--- src/rtl/aor_sweep_pkg.sv ---
// aor_sweep_pkg: sweep FSM states and width helpers for aor_key_sweep_ctrl
package aor_sweep_pkg;
  typedef enum logic [3:0] {
    IDLE, KEY_RD, KEY_LD, RD_A, RD_B, APPLY, WAIT, CHECK, REPORT, DONE
  } state_t;
  function automatic int clog2_min1(input int n);
    return n > 1 ? $clog2(n) : 1;
  endfunction
  function automatic int addr_w(input int num_pairs);
    return clog2_min1(2 * num_pairs);
  endfunction
  function automatic int err_w(input int num_pairs);
    return clog2_min1(num_pairs + 1);
  endfunction
  function automatic int hd_w(input int num_pairs, input int width);
    return clog2_min1(num_pairs * (width + 1) + 1);
  endfunction
endpackage

--- src/rtl/aor_popcount.sv ---
// aor_popcount: number of set bits in an N-bit vector
module aor_popcount #(
  parameter int N  = 17,
  parameter int CW = 5
) (
  input  logic [N-1:0]  bits,
  output logic [CW-1:0] count
);
  always_comb begin
    count = '0;
    for (int i = 0; i < N; i++) count = count + CW'(bits[i]);
  end
endmodule

--- src/rtl/aor_key_sweep_ctrl.sv ---
// aor_key_sweep_ctrl: replays operand pairs per key into locked/golden adders and reports mismatches
// AOR_SWEEP_HAMMING_EN adds a summed bit Hamming distance to each report
module aor_key_sweep_ctrl
  import aor_sweep_pkg::*;
#(
  parameter int WIDTH     = 16,
  parameter int KEY_WIDTH = 32,
  parameter int NUM_PAIRS = 5000,
  parameter int NUM_KEYS  = 16,
  parameter int SETTLE    = 1,
  localparam int AW = addr_w(NUM_PAIRS),
  localparam int KW = clog2_min1(NUM_KEYS),
  localparam int EW = err_w(NUM_PAIRS),
  localparam int HW = hd_w(NUM_PAIRS, WIDTH)
) (
  input  logic                 clk_i,
  input  logic                 rst_i,
  input  logic                 start_i,
  output logic                 busy_o,
  output logic                 done_o,
  output logic                 mem_rd_o,
  output logic [AW-1:0]        mem_addr_o,
  input  logic [WIDTH-1:0]     mem_data_i,
  output logic                 key_rd_o,
  output logic [KW-1:0]        key_idx_o,
  input  logic [KEY_WIDTH-1:0] key_data_i,
  output logic [WIDTH-1:0]     add1_o,
  output logic [WIDTH-1:0]     add2_o,
  output logic [KEY_WIDTH-1:0] keyinput_o,
  input  logic [WIDTH:0]       result_i,
  input  logic [WIDTH:0]       golden_i,
  output logic                 rpt_valid_o,
  input  logic                 rpt_ready_i,
  output logic [KW-1:0]        rpt_key_idx_o,
  output logic [EW-1:0]        rpt_err_o,
  output logic [HW-1:0]        rpt_hd_o
);
  localparam int PW  = clog2_min1(NUM_PAIRS);
  localparam int WCW = clog2_min1(SETTLE);
  state_t         state;
  logic [KW-1:0]  k;
  logic [PW-1:0]  i;
  logic [WCW-1:0] wcnt;
  logic [WIDTH-1:0] a;
  logic [EW-1:0]  err;
  logic [HW-1:0]  hd, pc;
  logic           mis;
  assign mis = result_i != golden_i;
`ifdef AOR_SWEEP_HAMMING_EN
  localparam int PCW = clog2_min1(WIDTH + 2);
  logic [PCW-1:0] cnt;
  aor_popcount #(.N(WIDTH + 1), .CW(PCW)) u_pc (.bits(result_i ^ golden_i), .count(cnt));
  assign pc = HW'(cnt);
`else
  assign pc = '0;
`endif
  // Strobes and addresses are registered on entry to the state that owns them.
  always_ff @(posedge clk_i) begin
    if (rst_i) begin
      state         <= IDLE;
      busy_o        <= 1'b0;
      done_o        <= 1'b0;
      mem_rd_o      <= 1'b0;
      mem_addr_o    <= '0;
      key_rd_o      <= 1'b0;
      key_idx_o     <= '0;
      add1_o        <= '0;
      add2_o        <= '0;
      keyinput_o    <= '0;
      rpt_valid_o   <= 1'b0;
      rpt_key_idx_o <= '0;
      rpt_err_o     <= '0;
      rpt_hd_o      <= '0;
      k             <= '0;
      i             <= '0;
      wcnt          <= '0;
      a             <= '0;
      err           <= '0;
      hd            <= '0;
    end else begin
      mem_rd_o   <= 1'b0;
      mem_addr_o <= '0;
      key_rd_o   <= 1'b0;
      key_idx_o  <= '0;
      done_o     <= 1'b0;
      case (state)
        IDLE: if (start_i) begin
          state    <= KEY_RD;
          busy_o   <= 1'b1;
          k        <= '0;
          key_rd_o <= 1'b1;
        end
        KEY_RD: state <= KEY_LD;
        KEY_LD: begin
          keyinput_o <= key_data_i;
          err        <= '0;
          hd         <= '0;
          i          <= '0;
          mem_rd_o   <= 1'b1;
          state      <= RD_A;
        end
        RD_A: begin
          mem_rd_o   <= 1'b1;
          mem_addr_o <= AW'(2 * i + 1);
          state      <= RD_B;
        end
        RD_B: begin
          a     <= mem_data_i;
          state <= APPLY;
        end
        APPLY: begin
          add1_o <= a;
          add2_o <= mem_data_i;
          wcnt   <= '0;
          state  <= SETTLE > 1 ? WAIT : CHECK;
        end
        WAIT: begin
          wcnt <= wcnt + 1'b1;
          if (wcnt == WCW'(SETTLE - 2)) state <= CHECK;
        end
        CHECK: begin
          err <= err + EW'(mis);
          hd  <= hd + pc;
          if (i == PW'(NUM_PAIRS - 1)) begin
            rpt_valid_o   <= 1'b1;
            rpt_key_idx_o <= k;
            rpt_err_o     <= err + EW'(mis);
            rpt_hd_o      <= hd + pc;
            state         <= REPORT;
          end else begin
            i          <= i + 1'b1;
            mem_rd_o   <= 1'b1;
            mem_addr_o <= AW'(2 * i + 2);
            state      <= RD_A;
          end
        end
        REPORT: if (rpt_ready_i) begin
          rpt_valid_o <= 1'b0;
          if (k == KW'(NUM_KEYS - 1)) begin
            done_o <= 1'b1;
            state  <= DONE;
          end else begin
            k         <= k + 1'b1;
            key_rd_o  <= 1'b1;
            key_idx_o <= k + 1'b1;
            state     <= KEY_RD;
          end
        end
        DONE: begin
          busy_o <= 1'b0;
          state  <= IDLE;
        end
        default: state <= IDLE;
      endcase
    end
  end
endmodule

--- config.mk ---
export PLATFORM = sky130hd
export DESIGN_NAME = aor_key_sweep_ctrl
export DESIGN_NICKNAME = d
export VERILOG_FILES = /design/src/rtl/aor_sweep_pkg.sv /design/src/rtl/aor_popcount.sv /design/src/rtl/aor_key_sweep_ctrl.sv
export SDC_FILE = /design/constraint.sdc
export NUM_CORES = 1
export LEC_CHECK = 0
export BUFFER_PORTS_ARGS = -buffer_cell sky130_fd_sc_hd__buf_2
export CAP_MARGIN = 10
export CORE_UTILIZATION = 55
export CTS_CLUSTER_SIZE = 25
export DETAILED_ROUTE_END_ITERATION = 8
export GPL_TIMING_DRIVEN = 0
export PLACE_DENSITY_LB_ADDON = 0.08
export SYNTH_ARGS = -nofsm -noshare
export SYNTH_HDL_FRONTEND = slang
export SYNTH_SLANG_ARGS = --single-unit
--- constraint.sdc ---
create_clock -name clk_i -period 4.3 [get_ports clk_i]
set_input_delay 1.075 -clock clk_i [delete_from_list [all_inputs] [get_ports clk_i]]
set_output_delay 1.075 -clock clk_i [all_outputs]
set_load 0.01 [all_outputs]
==> out/qor.txt, run 1 <==
Deepest level of the CTS H-tree: 4
Quantity of I/O buffers inserted on ports: 188
Pwr/cell area: 412 nW/um^2
Cell-internal power: 2.55 mW
Io pins: 207
Flip-flop and latch count after synthesis: 155
Part of the total power dissipated in combinational logic: 0.141
Final core utilization: 0.721
Result of the run: complete, but fails checks
Die footprint: 12400 um^2
Height of the die: 112 um
Sequential fraction of the synthesis area: 0.470
Slowest cell on crit path: sky130_fd_sc_hd__a311oi_1
Final Skew: 0.00833 ns
Cell area after technology mapping: 6600 um^2
Type of destination of the critical path: flop
Worst supply voltage drop on vdd: 0.347 mV
Number of global-route vias before repair: 5662
Wire length of the first global-routing pass: 27400 um
Portion of total power attributed to sequential cells: 0.447
Violations in the final reports: DRC
Async S/R FF share, synth: 0
Mapped Cells: 802
Final ANT Viol Nets: 0
Tmin final: 2.93 ns
Final antenna diode count: 0
Total via count in the routed design: 6237
Drt wl/cell: 14.0 um
Syn. warnings: 0
Crit path buffers/inverters: 2
Die extent in x: 112 um
Register-to-register setup slack: 2.05 ns
Cell Chain, Critical Path: buf_2 > xnor2_1 > nand4_1 > nor3_1 > nand4_1 > ha_1 > ha_1 > and4_1 > clkbuf_1 > nand4_1 > nand2_1 > a311oi_1
Static leakage: 3.53 nW
Global-route congestion overflow total: 0
Root buffer cell: sky130_fd_sc_hd__clkbuf_16
Req. time, crit path: 4.62 ns
Area delta synth->final: 26.5%
Count of flip-flops with a built-in enable after synthesis: 0
Aggregate negative setup slack: 0 ns
Largest net degree at the start of global routing: 17
CTS sink count: 155
Initial cell density of the core: 0.570
Placed wire-length estimate after detailed placement: 12000 um
Count of cells resized by post-cts repair: 0
Count of TritonRoute iterations in the first routing pass: 7
Unrepaired setup endpoints after global routing: false
Initial antenna violation count: 0
NumNets Final: 1115
Number of core rows: 39
GRT Overall Usage: 0.277
Switching component of the power: 0.891 mW
Largest stage delay, worst path: 0.31 ns
Critical Path AT: 3.25 ns
Number of max-slew violations in the final report: 0
Post-route clock period utilization: 0.681
Worst-Skew Late Latency: 0.43 ns
Final weighted congestion in routability-driven placement: 0.896
Hold Buf Count CTS: 0
DR vias/cell: 5.29
FILL cells: 1002
Residual DRC count: 12
Most Frequent Cell on Critical Path: sky130_fd_sc_hd__nand4_1
CP delay by family, top: simple AND/OR/NAND/NOR gates
Count of final hold-check violations: 0
Crit start category: input port
WS Path Type: input port to flop
Top FF cell, synth: sky130_fd_sc_hd__dfxtp_1
Layout cell share with drive strength beyond 1: 0.252
Max frequency: 342 MHz
Path class of the lowest-slack min-delay path: flop to flop
Post-CTS Setup Bufs: 0
Slew at the pin with the worst max-slew slack: 0.682 ns
Total area of multi-input combinational cells: 3160 um^2
Clock-pin transition on the worst setup and hold timing paths: 0.06 ns
Clock buffer count from CTS: 17
Clock power share: 0.412
Remaining max-slew budget at the tightest pin: 0.543
Synth Area per Inst: 8.22 um^2
Maximum root-to-sink buffer count: 2
Post-synthesis cell type count: 65
Crit-path max FO: 7
CTS tree: done
Net switching share of the total power: 0.259
Number of max-cap violations: 0
Total core area: 11600 um^2
Count of final setup violators: 0
Area taken by flip-flops and latches: 3100 um^2
Detailed Route WL: 16500 um
Number of DRC markers after the initial detailed-route iteration: 465
[power groups by stage]
stage | Sequential (mW) | Clock [mW] | Combinational, mW
floorplan | 1.59 | 0 | 0.283
CTS | 1.54 | 1.44 | 0.485
detailed placement | 1.57 | 0 | 0.482
finish | 1.54 | 1.42 | 0.485
global placement | 1.56 | 0 | 0.479
global route | 1.54 | 1.51 | 0.539
[through the flow]
step / hold slack, ns / power (mW) / instance area, um^2 / cells / setup slack (ns)
floorplan: 0.432 / 1.87 / 6660 / 818 / 1.41
global placement: 0.437 / 2.04 / 7770 / 1149 / 1.05
detailed placement: 0.444 / 2.05 / 7770 / 1149 / 0.981
CTS: 0.452 / 3.46 / 8340 / 1180 / 1.41
global route: 0.467 / 3.59 / 8340 / 1180 / 1.13
finish: 0.450 / 3.44 / 8340 / 1180 / 1.37
[cell usage after synthesis, types with 3 or more instances]
| master | number | area (um^2) |
|---|---|---|
| sky130_fd_sc_hd__o21ai_0 | 21 | 105 |
| sky130_fd_sc_hd__or3_1 | 10 | 62.6 |
| sky130_fd_sc_hd__o21ai_1 | 5 | 25.0 |
| sky130_fd_sc_hd__nand2b_1 | 4 | 25.0 |
| sky130_fd_sc_hd__nand4_1 | 13 | 81.3 |
| sky130_fd_sc_hd__buf_2 | 7 | 35.0 |
| sky130_fd_sc_hd__a311oi_1 | 7 | 61.3 |
| sky130_fd_sc_hd__xnor2_1 | 16 | 140 |
| sky130_fd_sc_hd__and3_1 | 6 | 37.5 |
| sky130_fd_sc_hd__a21oi_1 | 118 | 591 |
| sky130_fd_sc_hd__clkbuf_1 | 47 | 176 |
| sky130_fd_sc_hd__nor4_1 | 3 | 18.8 |
| sky130_fd_sc_hd__nor2_1 | 18 | 67.6 |
| sky130_fd_sc_hd__and2_1 | 5 | 31.3 |
| sky130_fd_sc_hd__nand3_1 | 27 | 135 |
| sky130_fd_sc_hd__inv_1 | 4 | 15.0 |
| sky130_fd_sc_hd__a31oi_1 | 6 | 37.5 |
| sky130_fd_sc_hd__and4_1 | 7 | 61.3 |
| sky130_fd_sc_hd__a2bb2oi_1 | 3 | 26.3 |
| sky130_fd_sc_hd__o211ai_1 | 5 | 37.5 |
| sky130_fd_sc_hd__buf_4 | 18 | 135 |
| sky130_fd_sc_hd__nor3_1 | 13 | 65.1 |
| sky130_fd_sc_hd__nor3b_1 | 3 | 22.5 |
| sky130_fd_sc_hd__ha_1 | 4 | 50.1 |
| sky130_fd_sc_hd__a211oi_1 | 4 | 30.0 |
| sky130_fd_sc_hd__xor2_1 | 15 | 131 |
| sky130_fd_sc_hd__dfxtp_1 | 155 | 3100 |
| sky130_fd_sc_hd__a211o_1 | 4 | 35.0 |
| sky130_fd_sc_hd__nand3b_1 | 5 | 37.5 |
| sky130_fd_sc_hd__nand2_1 | 206 | 773 |
[layer usage]
layer | wire length [um] | vias up | global-route usage
li1 | - | 3188 | -
met1 | 7390 | 2824 | 0.349
met2 | 7760 | 206 | 0.455
met3 | 1180 | 19 | 0.0773
met4 | 201 | 0 | 0.0946
met5 | 0 | - | 0
[flip-flops by register name (all words and copies together), names as in the netlist, 4 cells and up]
name,flops
state,4
mem_addr_o,14
k,4
add2_o,16
err,13
key_idx_o,4
add1_o,16
rpt_key_idx_o,4
i,13
rpt_err_o,13
keyinput_o,32
a,16
[logic make-up after synthesis]
| logic type | after synthesis | synth area share |
|---|---|---|
| compound gates | 189 | 0.166 |
| xor+xnor | 31 | 0.0412 |
| fa+ha+maj | 4 | 0.00759 |
| buf+inv | 80 | 0.0594 |
| flops | 155 | 0.470 |
| mux | 2 | 0.00304 |
| other cells | 1 | 0.000569 |
| simple gates | 340 | 0.251 |
[path summary, 6_finish.rpt]
kind / from / end / cells after the start
setup reg to reg: state[3] / i[12] / 6
hold reg to reg: add1_o[10] / add1_o[10] / 2
setup / recovery: golden_i[12] / err[8] / 12
hold / removal: add1_o[10] / add1_o[10] / 2
[worst min-delay path: cells and delay by family, from the launching register on]
kind | cells | cell delay (ns)
compound gates | 1 | 0.05
simple gates | 1 | 0.05
flops | 1 | 0.30
[cells in the final DEF (no fill, tap or decap), types with 3 or more instances in the layout]
master                      instances
sky130_fd_sc_hd__a311oi_1           7
sky130_fd_sc_hd__a211o_1            4
sky130_fd_sc_hd__nand4_1           13
sky130_fd_sc_hd__buf_4             18
sky130_fd_sc_hd__o21ai_0           21
sky130_fd_sc_hd__nand2_1          206
sky130_fd_sc_hd__o211ai_1           5
sky130_fd_sc_hd__clkinv_2           5
sky130_fd_sc_hd__nor4_1             3
sky130_fd_sc_hd__and4_1             7
sky130_fd_sc_hd__dfxtp_1          155
sky130_fd_sc_hd__o21ai_1            5
sky130_fd_sc_hd__nor2_1            18
sky130_fd_sc_hd__inv_1              4
sky130_fd_sc_hd__nor3_1            13
sky130_fd_sc_hd__a211oi_1           4
sky130_fd_sc_hd__or3_1             10
sky130_fd_sc_hd__a21oi_1          118
sky130_fd_sc_hd__clkbuf_8           5
sky130_fd_sc_hd__nand3b_1           5
sky130_fd_sc_hd__nand2b_1           4
sky130_fd_sc_hd__buf_2            195
sky130_fd_sc_hd__a2bb2oi_1          3
sky130_fd_sc_hd__xor2_1            15
sky130_fd_sc_hd__clkbuf_16         17
sky130_fd_sc_hd__and2_1             5
sky130_fd_sc_hd__xnor2_1           16
sky130_fd_sc_hd__conb_1            17
sky130_fd_sc_hd__nand3_1           27
sky130_fd_sc_hd__nor3b_1            3
sky130_fd_sc_hd__clkbuf_1          49
sky130_fd_sc_hd__a31oi_1            6
sky130_fd_sc_hd__ha_1               4
sky130_fd_sc_hd__and3_1             6
[layout make-up]
cell class / count / share of cell area
Tap cell: 143 / 0.0215
Clock inverter: 7 / 0.00765
Buffer: 75 / 0.0447
Multi-Input combinational cell: 583 / 0.379
Sequential cell: 155 / 0.372
Clock buffer: 24 / 0.0602
Inverter: 5 / 0.00225
Timing Repair Buffer: 188 / 0.113
Note: power is estimated with default switching activity, not from simulation.
==> run 2: changes to the inputs <==
--- a/config.mk
+++ b/config.mk
@@ -7,7 +7,7 @@
 export LEC_CHECK = 0
 export BUFFER_PORTS_ARGS = -buffer_cell sky130_fd_sc_hd__buf_2
 export CAP_MARGIN = 10
-export CORE_UTILIZATION = 55
+export CORE_UTILIZATION = 46
 export CTS_CLUSTER_SIZE = 25
 export DETAILED_ROUTE_END_ITERATION = 8
 export GPL_TIMING_DRIVEN = 0
==> constraint.sdc (replaced) <==
create_clock -name clk_i -period 2.6 [get_ports clk_i]
set_input_delay 0.65 -clock clk_i [delete_from_list [all_inputs] [get_ports clk_i]]
set_output_delay 0.65 -clock clk_i [all_outputs]
set_load 0.01 [all_outputs]
==> run 2 against run 1 <==
  * The run now ends clean
  * Worst hold slack about the same
  * Routed wire length increased by 3.2%
  * Cell count rose by 3.1%
  * Non-clock buffer count shrank 1
  * Sequential share of layout area shrank 0.26 points
  * Register-to-register slack got worse by 1.7 ns
  * Power increased by 67%
  * Core utilization shrank 12 points
  * Worst setup slack worse by 1.1 ns
  * Die area increased by 19%
  * Largest cell class unchanged
==> out/qor.txt, run 2 (synthesis results as in run 1) <==
CTS tree: done
Final Skew: 0.00755 ns
Number of global-route vias before repair: 5666
Global-route congestion overflow total: 0
Critical Path AT: 2.69 ns
Worst supply voltage drop on vdd: 0.490 mV
Die extent in x: 122 um
Area taken by flip-flops and latches: 3100 um^2
Placed wire-length estimate after detailed placement: 12400 um
Count of cells resized by post-cts repair: 0
Clock buffer count from CTS: 17
Final ANT Viol Nets: 0
Wire length of the first global-routing pass: 27300 um
Layout cell share with drive strength beyond 1: 0.254
FILL cells: 1329
CTS sink count: 155
Largest stage delay, worst path: 0.32 ns
Remaining max-slew budget at the tightest pin: 0.471
Drt wl/cell: 14.0 um
Count of final hold-check violations: 0
Max frequency: 423 MHz
Total via count in the routed design: 6213
Total area of multi-input combinational cells: 3170 um^2
Area delta synth->final: 27.4%
Root buffer cell: sky130_fd_sc_hd__clkbuf_16
Unrepaired setup endpoints after global routing: false
Io pins: 207
DR vias/cell: 5.11
Req. time, crit path: 2.93 ns
Total core area: 13900 um^2
Height of the die: 122 um
Leading cell type in the layout, fill and taps excluded: sky130_fd_sc_hd__nand2_1
Maximum root-to-sink buffer count: 2
Number of core rows: 43
Worst hold slack after final layout: 0.450 ns
Count of final setup violators: 0
WS Path Type: input port to flop
Worst-Skew Late Latency: 0.42 ns
Static leakage: 3.52 nW
Slowest cell on crit path: sky130_fd_sc_hd__and4_1
Crit-path max FO: 7
Path class of the lowest-slack min-delay path: flop to flop
Pwr/cell area: 684 nW/um^2
Crit path buffers/inverters: 1
Number of max-cap violations: 0
Final antenna diode count: 0
Quantity of I/O buffers inserted on ports: 188
Cell Chain, Critical Path: buf_2 > xnor2_1 > nand3_1 > nor3_2 > nand4_1 > ha_1 > ha_1 > and4_1 > nand4_1 > nand2_1 > a311oi_2
Crit start category: input port
Final weighted congestion in routability-driven placement: 0.887
Result of the run: finished clean
Post-CTS Setup Bufs: 0
Deepest level of the CTS H-tree: 4
Aggregate negative setup slack: 0 ns
CP delay by family, top: simple AND/OR/NAND/NOR gates
GRT Overall Usage: 0.235
Largest register FFs: 32
Die footprint: 14800 um^2
Largest net degree at the start of global routing: 17
Initial antenna violation count: 0
Count of TritonRoute iterations in the first routing pass: 5
Number of DRC markers after the initial detailed-route iteration: 352
Tmin final: 2.36 ns
NumNets Final: 1114
Number of max-slew violations in the final report: 0
Most frequent cells in the layout: sky130_fd_sc_hd__nand2_1 (206), sky130_fd_sc_hd__buf_2 (195), sky130_fd_sc_hd__dfxtp_1 (155)
Hold Buf Count CTS: 0
Register name with the most flops: keyinput_o
Slew at the pin with the worst max-slew slack: 0.788 ns
Post-route clock period utilization: 0.909
Initial cell density of the core: 0.473
Residual DRC count: 0
Clock-pin transition on the worst setup and hold timing paths: 0.06 ns
Detailed Route WL: 17100 um
Type of destination of the critical path: flop
## run 2: path summary, 6_finish.rpt
path | end | from | depth (start not counted) | slack, ns
max | err[8] | golden_i[6] | 11 | 0.24
min reg2reg | rpt_key_idx_o[2] | rpt_key_idx_o[2] | 2 | 0.45
max reg2reg | a[5] | state[2] | 6 | 0.38
min | rpt_key_idx_o[2] | rpt_key_idx_o[2] | 2 | 0.45
## run 2: per-stage QoR
step	instances	utilization	setup slack (ns)	area (um^2)	total power, mW
finish	1217	0.603	0.238	8400	5.74
global route	1217	0.603	0.0458	8400	6.00
CTS	1218	0.602	0.123	8390	5.79
detailed placement	1186	0.561	-0.303	7820	3.39
global placement	1186	0.561	-0.303	7820	3.39
floorplan	818	-	0.134	6660	3.10
## run 2: worst min-delay path, stage by stage (launching register included)
cell and delay [ns]:
sky130_fd_sc_hd__dfxtp_1 0.31, sky130_fd_sc_hd__nand2_1 0.05, sky130_fd_sc_hd__a21oi_1 0.05
## run 2: metal layers
metal / wire [um] / GRT usage
met1: 8040 / 0.308
met2: 7680 / 0.365
met3: 1100 / 0.0735
met4: 244 / 0.0756
met5: 0 / 0
## run 2: cell type report
class	count	area share
Sequential cell	155	0.369
Buffer	74	0.0439
Clock buffer	21	0.0536
Multi-Input combinational cell	583	0.378
Inverter	5	0.00223
Timing Repair Buffer	188	0.112
Clock inverter	11	0.0143
Tap cell	180	0.0268
## run 2: report_power, final
group | internal [mW] | switching [mW]
Combinational | 0.301 | 0.505
Sequential | 2.49 | 0.0535
Clock | 1.43 | 0.963
Total | 4.22 | 1.52
==> run 3: changes to the inputs <==
--- a/config.mk
+++ b/config.mk
@@ -11,6 +11,7 @@
 export CTS_CLUSTER_SIZE = 25
 export DETAILED_ROUTE_END_ITERATION = 8
 export GPL_TIMING_DRIVEN = 0
+export MAX_ROUTING_LAYER = met4
 export PLACE_DENSITY_LB_ADDON = 0.08
 export SYNTH_ARGS = -nofsm -noshare
 export SYNTH_HDL_FRONTEND = slang
==> run 3 against run 2 <==
  * Count of clock-buffer cells in the layout is the same
  * Global-route usage grew 0.71 points
  * Critical endpoint unchanged
  * First-iteration DRC count grew 3.4%
==> out/qor.txt, run 3 (synthesis results as in run 1) <==
Unrepaired setup endpoints after global routing: false
Req. time, crit path: 2.93 ns
Endpoint of the worst-slack reg-to-reg timing path: a[5]
Register name with the most flops: keyinput_o
Residual DRC count: 0
Cell count of the worst hold path: 2
Crit start category: input port
Global-route congestion overflow total: 0
Result of the run: finished clean
Worst supply voltage drop on vdd: 0.491 mV
Start point of the worst min-delay path: rpt_key_idx_o[2]
Number of cells on the worst reg-to-reg path: 6
Path class of the lowest-slack min-delay path: flop to flop
Total via count in the routed design: 6194
Die extent in x: 122 um
Wire length of the first global-routing pass: 27300 um
Most frequent cells in the layout: sky130_fd_sc_hd__nand2_1 (206), sky130_fd_sc_hd__buf_2 (195), sky130_fd_sc_hd__dfxtp_1 (155)
Io pins: 207
Largest register FFs: 32
Final std cells w/o fill: 1217
Layout cell share with drive strength beyond 1: 0.254
CTS sink count: 155
Quantity of I/O buffers inserted on ports: 188
Worst-Skew Late Latency: 0.42 ns
Number of max-cap violations: 0
Cell count after placement: 1186
DR vias/cell: 5.09
Setup WS post-layout: 0.229 ns
Portion of total power attributed to sequential cells: 0.442
Remaining max-slew budget at the tightest pin: 0.475
Hold Buf Count CTS: 0
Clock-pin transition on the worst setup and hold timing paths: 0.06 ns
Placed Area: 7820 um^2
Deepest level of the CTS H-tree: 4
Tmin final: 2.37 ns
Count of TritonRoute iterations in the first routing pass: 4
Total non-filler cell area in the finished layout: 8400 um^2
Post-CTS Setup Bufs: 0
Area taken by flip-flops and latches: 3100 um^2
Slew at the pin with the worst max-slew slack: 0.782 ns
Number of global-route vias before repair: 5665
Total area of multi-input combinational cells: 3170 um^2
Post-route clock period utilization: 0.912
Final antenna diode count: 0
Part of the total power dissipated in combinational logic: 0.140
FILL cells: 1329
Initial cell density of the core: 0.473
Initial antenna violation count: 0
Place WS: -0.303 ns
Final ANT Viol Nets: 0
R2r startpoint: state[2]
Type of destination of the critical path: flop
Drt wl/cell: 14.0 um
Maximum root-to-sink buffer count: 2
Count of final setup violators: 0
Critical Path AT: 2.70 ns
Static leakage: 3.52 nW
Root buffer cell: sky130_fd_sc_hd__clkbuf_16
Register-to-register setup slack: 0.38 ns
Placed wire-length estimate after detailed placement: 12400 um
Net switching share of the total power: 0.265
Total core area: 13900 um^2
CTS tree: done
Clock buffer count from CTS: 17
Height of the die: 122 um
Max frequency: 422 MHz
Area delta synth->final: 27.4%
Final Skew: 0.00688 ns
Leading cell type in the layout, fill and taps excluded: sky130_fd_sc_hd__nand2_1
Final weighted congestion in routability-driven placement: 0.902
Pwr/cell area: 683 nW/um^2
Hold-critical path endpoint: rpt_key_idx_o[2]
Aggregate negative setup slack: 0 ns
Die footprint: 14800 um^2
WS Path Type: input port to flop
NumNets Final: 1114
GRT Overall Usage: 0.242
Detailed Route WL: 17000 um
Crit-path max FO: 7
Number of DRC markers after the initial detailed-route iteration: 364
Final core utilization: 0.603
Largest net degree at the start of global routing: 17
Count of final hold-check violations: 0
Number of max-slew violations in the final report: 0
Clock power share: 0.417
Switching component of the power: 1.52 mW
Number of core rows: 43
Cell-internal power: 4.22 mW
-- run 3: cell counts in the layout (fill, tap and decap cells not counted) --
No cell type changed its count.
-- run 3: power by group through the flow --
stage / Clock, mW / Combinational [mW] / Sequential, mW
after floorplan: 0 / 0.469 / 2.63
after global placement: 0 / 0.800 / 2.59
after detailed placement: 0 / 0.804 / 2.59
after CTS: 2.45 / 0.806 / 2.54
after global routing: 2.54 / 0.897 / 2.55
final: 2.40 / 0.805 / 2.54
-- run 3: area by class of cell --
class,instances,area share
repair buffers,188,0.112
plain buffers,74,0.0439
inverters,5,0.00223
multi-input cells,583,0.378
clock buffers,21,0.0536
well taps,180,0.0268
clock inverters,11,0.0143
flip-flops and latches,155,0.369
-- run 3: per-layer routing --
metal  share of wire  GRT usage  wire, um
met1            0.47      0.315      8050
met2            0.45      0.366      7720
met3           0.060     0.0618      1020
met4           0.014     0.0756       231
met5               0          -         0
-- run 3: worst max-delay path by stage --
stage                       from  cells after the start  endpoint  slack (ns)
global placement    golden_i[12]                     12    err[8]       -0.30
CTS                  golden_i[6]                     12    err[8]        0.12
finish               golden_i[6]                     11    err[8]        0.23
global route            state[2]                      6     a[14]        0.05
floorplan           golden_i[15]                     10    err[8]        0.13
detailed placement   golden_i[6]                     12    err[8]       -0.30
-- run 3: worst max-delay path, cell delays in order --
cell                       delay (ns)
sky130_fd_sc_hd__buf_2           0.10
sky130_fd_sc_hd__xnor2_1         0.14
sky130_fd_sc_hd__nand3_1         0.11
sky130_fd_sc_hd__nor3_2          0.20
sky130_fd_sc_hd__nand4_1         0.12
sky130_fd_sc_hd__ha_1            0.24
sky130_fd_sc_hd__ha_1            0.25
sky130_fd_sc_hd__and4_1          0.32
sky130_fd_sc_hd__nand4_1         0.20
sky130_fd_sc_hd__nand2_1         0.09
sky130_fd_sc_hd__a311oi_2        0.28
-- run 3: per-stage QoR --
stage	hold WS [ns]	power (mW)
3_5_place_dp	0.440	3.39
6_report	0.450	5.74
4_1_cts	0.443	5.79
2_1_floorplan	0.432	3.10
5_1_grt	0.447	5.99
3_3_place_gp	0.438	3.39
-- run 3: repair_timing --
action                     in CTS  in global routing
resized for setup               0                  2
setup endpoints to repair       0                  2
hold endpoints to repair        0                  0
